[src/rtl/vga_dither_out.sv]
// ---------------------------------------------------------------------------
// vga_dither_out
//
// VGA output stage that narrows the core's per-channel colour to the width of
// a small resistor DAC. Instead of plain MSB truncation it can apply a 4x4
// ordered (Bayer) dither, either static or alternating every frame. Colour
// and syncs travel through the same two pix_ce-qualified stages, so they
// stay aligned at the pins.
//
// Ports:
//   clk_vga              VGA clock (only clock)
//   reset                synchronous, active-high reset
//   pix_ce               pixel clock enable; nothing advances while low
//   mode[1:0]            00 truncate, 01 static dither, 10 temporal dither,
//                        11 force black (latched at each vsync assert edge)
//   r_in/g_in/b_in       core colour, IN_BITS each
//   de_in                display enable (1 = active pixel)
//   hs_in/vs_in          core syncs (polarity set by SYNC_ACTIVE_LOW)
//   r_out/g_out/b_out    DAC colour, OUT_BITS each
//   hs_out/vs_out        syncs delayed to line up with the colour
// ---------------------------------------------------------------------------
module vga_dither_out #(
    parameter int IN_BITS         = 6,
    parameter int OUT_BITS        = 3,
    parameter bit SYNC_ACTIVE_LOW = 1'b1
) (
    input  logic                clk_vga,
    input  logic                reset,
    input  logic                pix_ce,
    input  logic [1:0]          mode,
    input  logic [IN_BITS-1:0]  r_in,
    input  logic [IN_BITS-1:0]  g_in,
    input  logic [IN_BITS-1:0]  b_in,
    input  logic                de_in,
    input  logic                hs_in,
    input  logic                vs_in,
    output logic [OUT_BITS-1:0] r_out,
    output logic [OUT_BITS-1:0] g_out,
    output logic [OUT_BITS-1:0] b_out,
    output logic                hs_out,
    output logic                vs_out
);

    localparam int   D         = IN_BITS - OUT_BITS;
    localparam logic SYNC_IDLE = SYNC_ACTIVE_LOW ? 1'b1 : 1'b0;
    localparam logic [IN_BITS:0]    SAT_WIDE = (IN_BITS + 1)'((1 << OUT_BITS) - 1);
    localparam logic [OUT_BITS-1:0] SAT_OUT  = '1;

    generate
        if (OUT_BITS < 1 || OUT_BITS > IN_BITS || D > 4) begin : g_bad_params
            $fatal(1, "vga_dither_out: need 1 <= OUT_BITS <= IN_BITS and IN_BITS-OUT_BITS <= 4");
        end
    endgenerate

    // 4x4 ordered-dither matrix, indexed [y][x].
    function automatic logic [3:0] bayer(input logic [1:0] y, input logic [1:0] x);
        logic [3:0] v;
        case ({y, x})
            4'h0: v = 4'd0;   4'h1: v = 4'd8;   4'h2: v = 4'd2;   4'h3: v = 4'd10;
            4'h4: v = 4'd12;  4'h5: v = 4'd4;   4'h6: v = 4'd14;  4'h7: v = 4'd6;
            4'h8: v = 4'd3;   4'h9: v = 4'd11;  4'hA: v = 4'd1;   4'hB: v = 4'd9;
            4'hC: v = 4'd15;  4'hD: v = 4'd7;   4'hE: v = 4'd13;  default: v = 4'd5;
        endcase
        return v;
    endfunction

    // ---------------- Stage 1: input registers and raster counters ----------
    logic [IN_BITS-1:0] w_in_pix [3];
    logic [IN_BITS-1:0] r_s1_pix [3];
    logic               r_s1_de;
    logic               r_s1_hs;
    logic               r_s1_vs;
    logic [1:0]         r_xc;
    logic [1:0]         r_yc;
    logic               r_frame;
    logic [1:0]         r_mode;

    assign w_in_pix[0] = r_in;
    assign w_in_pix[1] = g_in;
    assign w_in_pix[2] = b_in;

    // The sample entering S1 is compared with the one already there, which is
    // the same as watching the S1 register go inactive -> active. Counters are
    // updated in the same clock so they always describe the pixel held in S1.
    logic w_hs_edge;
    logic w_vs_edge;
    assign w_hs_edge = (hs_in ^ SYNC_IDLE) & ~(r_s1_hs ^ SYNC_IDLE);
    assign w_vs_edge = (vs_in ^ SYNC_IDLE) & ~(r_s1_vs ^ SYNC_IDLE);

    always_ff @(posedge clk_vga) begin
        if (reset) begin
            for (int i = 0; i < 3; i++) r_s1_pix[i] <= '0;
            r_s1_de <= 1'b0;
            r_s1_hs <= SYNC_IDLE;
            r_s1_vs <= SYNC_IDLE;
            r_xc    <= 2'd0;
            r_yc    <= 2'd0;
            r_frame <= 1'b0;
            r_mode  <= 2'b00;
        end else if (pix_ce) begin
            for (int i = 0; i < 3; i++) r_s1_pix[i] <= w_in_pix[i];
            r_s1_de <= de_in;
            r_s1_hs <= hs_in;
            r_s1_vs <= vs_in;
            // x advances after each active pixel leaves S1, so the first
            // active pixel after the hsync edge sees x = 0.
            if (w_hs_edge)    r_xc <= 2'd0;
            else if (r_s1_de) r_xc <= r_xc + 2'd1;
            if (w_vs_edge)      r_yc <= 2'd0;
            else if (w_hs_edge) r_yc <= r_yc + 2'd1;
            // Mode is only taken at frame start so a change never tears a frame.
            if (w_vs_edge) begin
                r_frame <= ~r_frame;
                r_mode  <= mode;
            end
        end
    end

    // ---------------- Stage 2: threshold, quantise, register ---------------
    logic [1:0] w_x_idx;
    logic [3:0] w_bayer;
    logic [3:0] w_thr;

    // Temporal mode mirrors the x index on odd frames.
    assign w_x_idx = (r_mode == 2'b10) ? (r_xc ^ {2{r_frame}}) : r_xc;
    assign w_bayer = bayer(r_yc, w_x_idx);
    assign w_thr   = w_bayer >> (4 - D);

    logic [3*OUT_BITS-1:0] w_out_bus;

    genvar gi;
    generate
        for (gi = 0; gi < 3; gi++) begin : g_ch
            logic [IN_BITS:0]    w_sum;
            logic [IN_BITS:0]    w_dith;
            logic [OUT_BITS-1:0] w_trunc;
            logic [OUT_BITS-1:0] w_next;
            logic [OUT_BITS-1:0] r_out_ch;

            // One extra bit so in + t cannot wrap before saturation.
            assign w_sum   = {1'b0, r_s1_pix[gi]} + (IN_BITS + 1)'(w_thr);
            assign w_dith  = w_sum >> D;
            assign w_trunc = OUT_BITS'(r_s1_pix[gi] >> D);

            always_comb begin
                w_next = '0;
                if (r_s1_de) begin
                    case (r_mode)
                        2'b00:        w_next = w_trunc;
                        2'b01, 2'b10: w_next = (w_dith > SAT_WIDE) ? SAT_OUT
                                                                   : w_dith[OUT_BITS-1:0];
                        default:      w_next = '0;
                    endcase
                end
            end

            always_ff @(posedge clk_vga) begin
                if (reset)       r_out_ch <= '0;
                else if (pix_ce) r_out_ch <= w_next;
            end

            assign w_out_bus[gi*OUT_BITS +: OUT_BITS] = r_out_ch;
        end
    endgenerate

    logic r_hs_out;
    logic r_vs_out;

    always_ff @(posedge clk_vga) begin
        if (reset) begin
            r_hs_out <= SYNC_IDLE;
            r_vs_out <= SYNC_IDLE;
        end else if (pix_ce) begin
            r_hs_out <= r_s1_hs;
            r_vs_out <= r_s1_vs;
        end
    end

    assign r_out  = w_out_bus[0*OUT_BITS +: OUT_BITS];
    assign g_out  = w_out_bus[1*OUT_BITS +: OUT_BITS];
    assign b_out  = w_out_bus[2*OUT_BITS +: OUT_BITS];
    assign hs_out = r_hs_out;
    assign vs_out = r_vs_out;

endmodule

[config.mk]
export PLATFORM = sky130hd
export DESIGN_NAME = vga_dither_out
export DESIGN_NICKNAME = d
export VERILOG_FILES = /design/src/rtl/vga_dither_out.sv
export SDC_FILE = /design/constraint.sdc
export NUM_CORES = 1
export LEC_CHECK = 0
export BUFFER_PORTS_ARGS = -buffer_cell sky130_fd_sc_hd__buf_2
export CORE_MARGIN = 4
export CORE_UTILIZATION = 50
export CTS_CLUSTER_SIZE = 30
export DETAILED_ROUTE_END_ITERATION = 10
export PLACE_DENSITY = 0.71
export SYNTH_ARGS = -nofsm -noshare
export SYNTH_HDL_FRONTEND = slang
export SYNTH_SLANG_ARGS = --single-unit
[constraint.sdc]
create_clock -name clk_vga -period 2.2 [get_ports clk_vga]
set_input_delay 0.44 -clock clk_vga [delete_from_list [all_inputs] [get_ports clk_vga]]
set_output_delay 0.44 -clock clk_vga [all_outputs]
set_load 0.1 [all_outputs]
==> run summary <==
min Tclk post-route: 1.98 ns
Layout Nets: 278
total power: 0.00150 W
CP Capture Type: flip-flop
DP HPWL: 2920 microns
Power Density: 643 nW/um^2
grt ovf: 0
Max-Cap Viols: 0
PortBufs: 36
crit path max fanout: 4
RD Place Congestion: 0.824
DR vias/cell: 5.38
Pleak: 0.950 nW
Mapped Avg Cell Area: 9.91 sq um
Ys Warns: 0
Detailed Routing Iterations Pass 1: 6
Highest Clock Rate: 0.506 GHz
Initial Util: 0.528
Relative slew margins: 0.468
Setup TNS: 0 ns
Yosys cell types: 37
Post-Syn Area: 1960 sq um
crit-path max cell delay: 0.40 ns
number of routed nets with antenna violations: 0
Post-synth top cells: nand2_1 (26), dfxtp_1 (21), and2_1 (19)
Yosys reg bits: 39
hold buffers post-CTS: 0
fraction of synthesized area in multiplexers: 0.0102
sequential area share after synthesis: 0.489
Post-Synth XOR/XNOR Area: 0.0300
number of flops mapped to enable cells by yosys: 18
Die Area: 4990 sq um
fin util: 0.626
top cells by area, synth: edfxtp_1 (28%), dfxtp_1 (21%), and2_1 (6.1%), ha_1 (5.7%), nand2_1 (5.0%)
crit path DAT: 2.14 ns
Post-Synth Simple-Gate Area: 0.222
CP bufs+invs: 0
GRT Total Usage: 0.176
dpl cell area: 2250 sq um
drt total wl: 3980 microns
Fin. Hold Viols: 0
area grow syn2layout: 18.5%
syn_nets: 233
Synth Area in Compound Gates: 0.165
startpoint types: flip-flop
post-cts resize count: 0
clock slew at reported path FFs: 0.07 ns
first-pass GRT wire length: 6890 microns
cts bufs inserted: 5
number of top-level pins: 37
Final period util: 0.899
cell count after synthesis: 198
dpl cells: 284
routed vias: 1,572
core area: 3720 sq um
largest family of logic cells by synthesized area: simple AND/OR/NAND/NOR gates
sequence of cells on the critical path: ha_1 -> nand2_1 -> xnor2_1 -> ha_1 -> a21oi_1 -> o21ai_0 -> nand3_1 -> o211ai_1
slowest CP cell: dfxtp_1
Worst IR Drop VDD: 0.388 mV
Crit path max-delay family: adder cells
Fillers: 331
Cell Rows: 22
Clock Tree Buf Depth: 2
fin area: 2330 sq um
largest net degree at the start of global routing: 20
initial antenna violation count: 0
CTS root buffer: clkbuf_8
latest clock arrival within the worst-skew pair: 0.29 ns
Antenna Cells: 0
TritonCTS clock tree: yes
H-Tree Depth: 2
drt drc: 0
layout cell share with drive strength beyond 1: 0.230
overall die width: 70.7 microns
WP data required: 2.37 ns
Tightest Pin Transition: 0.795 ns
post-CTS setup buffers: 0
Worst Path Class, Setup: flip-flop to flip-flop
hold crit path type: input pin to flip-flop
Post-Synth Adder-Cell Area: 0.0574
Die Y-Extent: 70.7 microns
final setup fails: 0
violation count after the first detailed-routing iteration: 123
CTS Sinks: 39
clock skew: 0.00662 ns
status: finished, final reports clean
final number of max-transition violations: 0
average wire per standard cell: 13.6 microns
fin cells: 292
Synth area leader: edfxtp_1
Synth Flop Type: dfxtp_1
vias in the first global route: 1,514
RSZ-0062 raised after global routing: false
most frequent cell after synthesis: nand2_1
fraction of registers with async set/reset: 0
cell mode on critical path: ha_1
top cell type's share of synthesized area: 0.275
==> layout make-up <==
type / instances / area [sq um] / area share
multi-input combinational: 146 / 951 / 0.409
clock buffer: 8 / 80.1 / 0.0344
tap: 48 / 60.1 / 0.0258
inverter: 8 / 30.0 / 0.0129
timing repair buffer: 43 / 245 / 0.105
sequential: 39 / 961 / 0.413
==> cells in the final DEF (no fill, tap or decap), types with 2 or more instances in the layout <==
cell and instances:
a211o_1 5, a21o_1 2, a21oi_1 11, a221oi_1 2
a22oi_1 3, and2_1 19, buf_2 36, buf_4 6
clkbuf_1 3, clkbuf_8 5, dfxtp_1 21, edfxtp_1 18
ha_1 9, inv_1 8, mux2i_1 2, nand2_1 26
nand3_1 9, nand3b_1 3, nor2_1 13, nor2b_1 7
nor3_1 2, nor3b_1 2, nor4_2 2, o211ai_1 4
o21ai_0 10, xnor2_2 2, xor2_1 2
==> metrics by stage <==
| step | setup slack, ns | hold slack, ns |
|---|---|---|
| 2_1_floorplan | 0.454 | 0.446 |
| 3_3_place_gp | 0.331 | 0.450 |
| 3_5_place_dp | 0.274 | 0.451 |
| 4_1_cts | 0.224 | 0.359 |
| 5_1_grt | 0.0166 | 0.361 |
| 6_report | 0.223 | 0.368 |
==> report_power, final <==
part / internal, W / switching, W
clock network: 0.000225 / 0.000229
logic: 0.0000815 / 0.000129
registers: 0.000802 / 0.0000300
==> cells by family (layout without fill, tap and decap cells) <==
logic type | Yosys count | count (layout)
XOR/XNOR | 5 | 5
adder cells (fa/ha/maj) | 9 | 9
buffers and inverters | 13 | 59
AND/OR/NAND/NOR | 84 | 84
multiplexers | 2 | 2
flip-flops | 39 | 39
AO/OA/AOI/OAI | 46 | 46
==> sequential cells by signal, indices dropped and copies added, names as in the netlist <==
signal / cells
b_out: 3
g_out: 3
hs_out: 1
r_frame: 1
r_mode: 2
r_out: 3
r_s1_de: 1
r_s1_hs: 1
r_s1_pix: 18
r_s1_vs: 1
r_xc: 2
r_yc: 2
vs_out: 1
==> path summary, 6_finish.rpt <==
path	start	end	slack, ns	cells past startpoint
hold reg to reg	hs_out	hs_out	0.46	1
setup reg to reg	r_mode[1]	b_out[1]	0.22	8
setup / recovery	r_mode[1]	b_out[1]	0.22	8
hold / removal	vs_in	r_s1_vs	0.37	2
==> layer usage <==
metal	track usage	wire, microns	vias up
li1	-	-	794
met1	0.207	1620	727
met2	0.291	1990	44
met3	0.0653	291	7
met4	0.0710	74	0
met5	0	0	-
==> worst reg2reg max path, stage by stage, from the launching register on <==
cell and delay (ns):
dfxtp_1 0.40, ha_1 0.17, nand2_1 0.11, xnor2_1 0.31, ha_1 0.31, a21oi_1 0.18
o21ai_0 0.14, nand3_1 0.14, o211ai_1 0.09
Note: power is estimated with default switching activity, not from simulation.
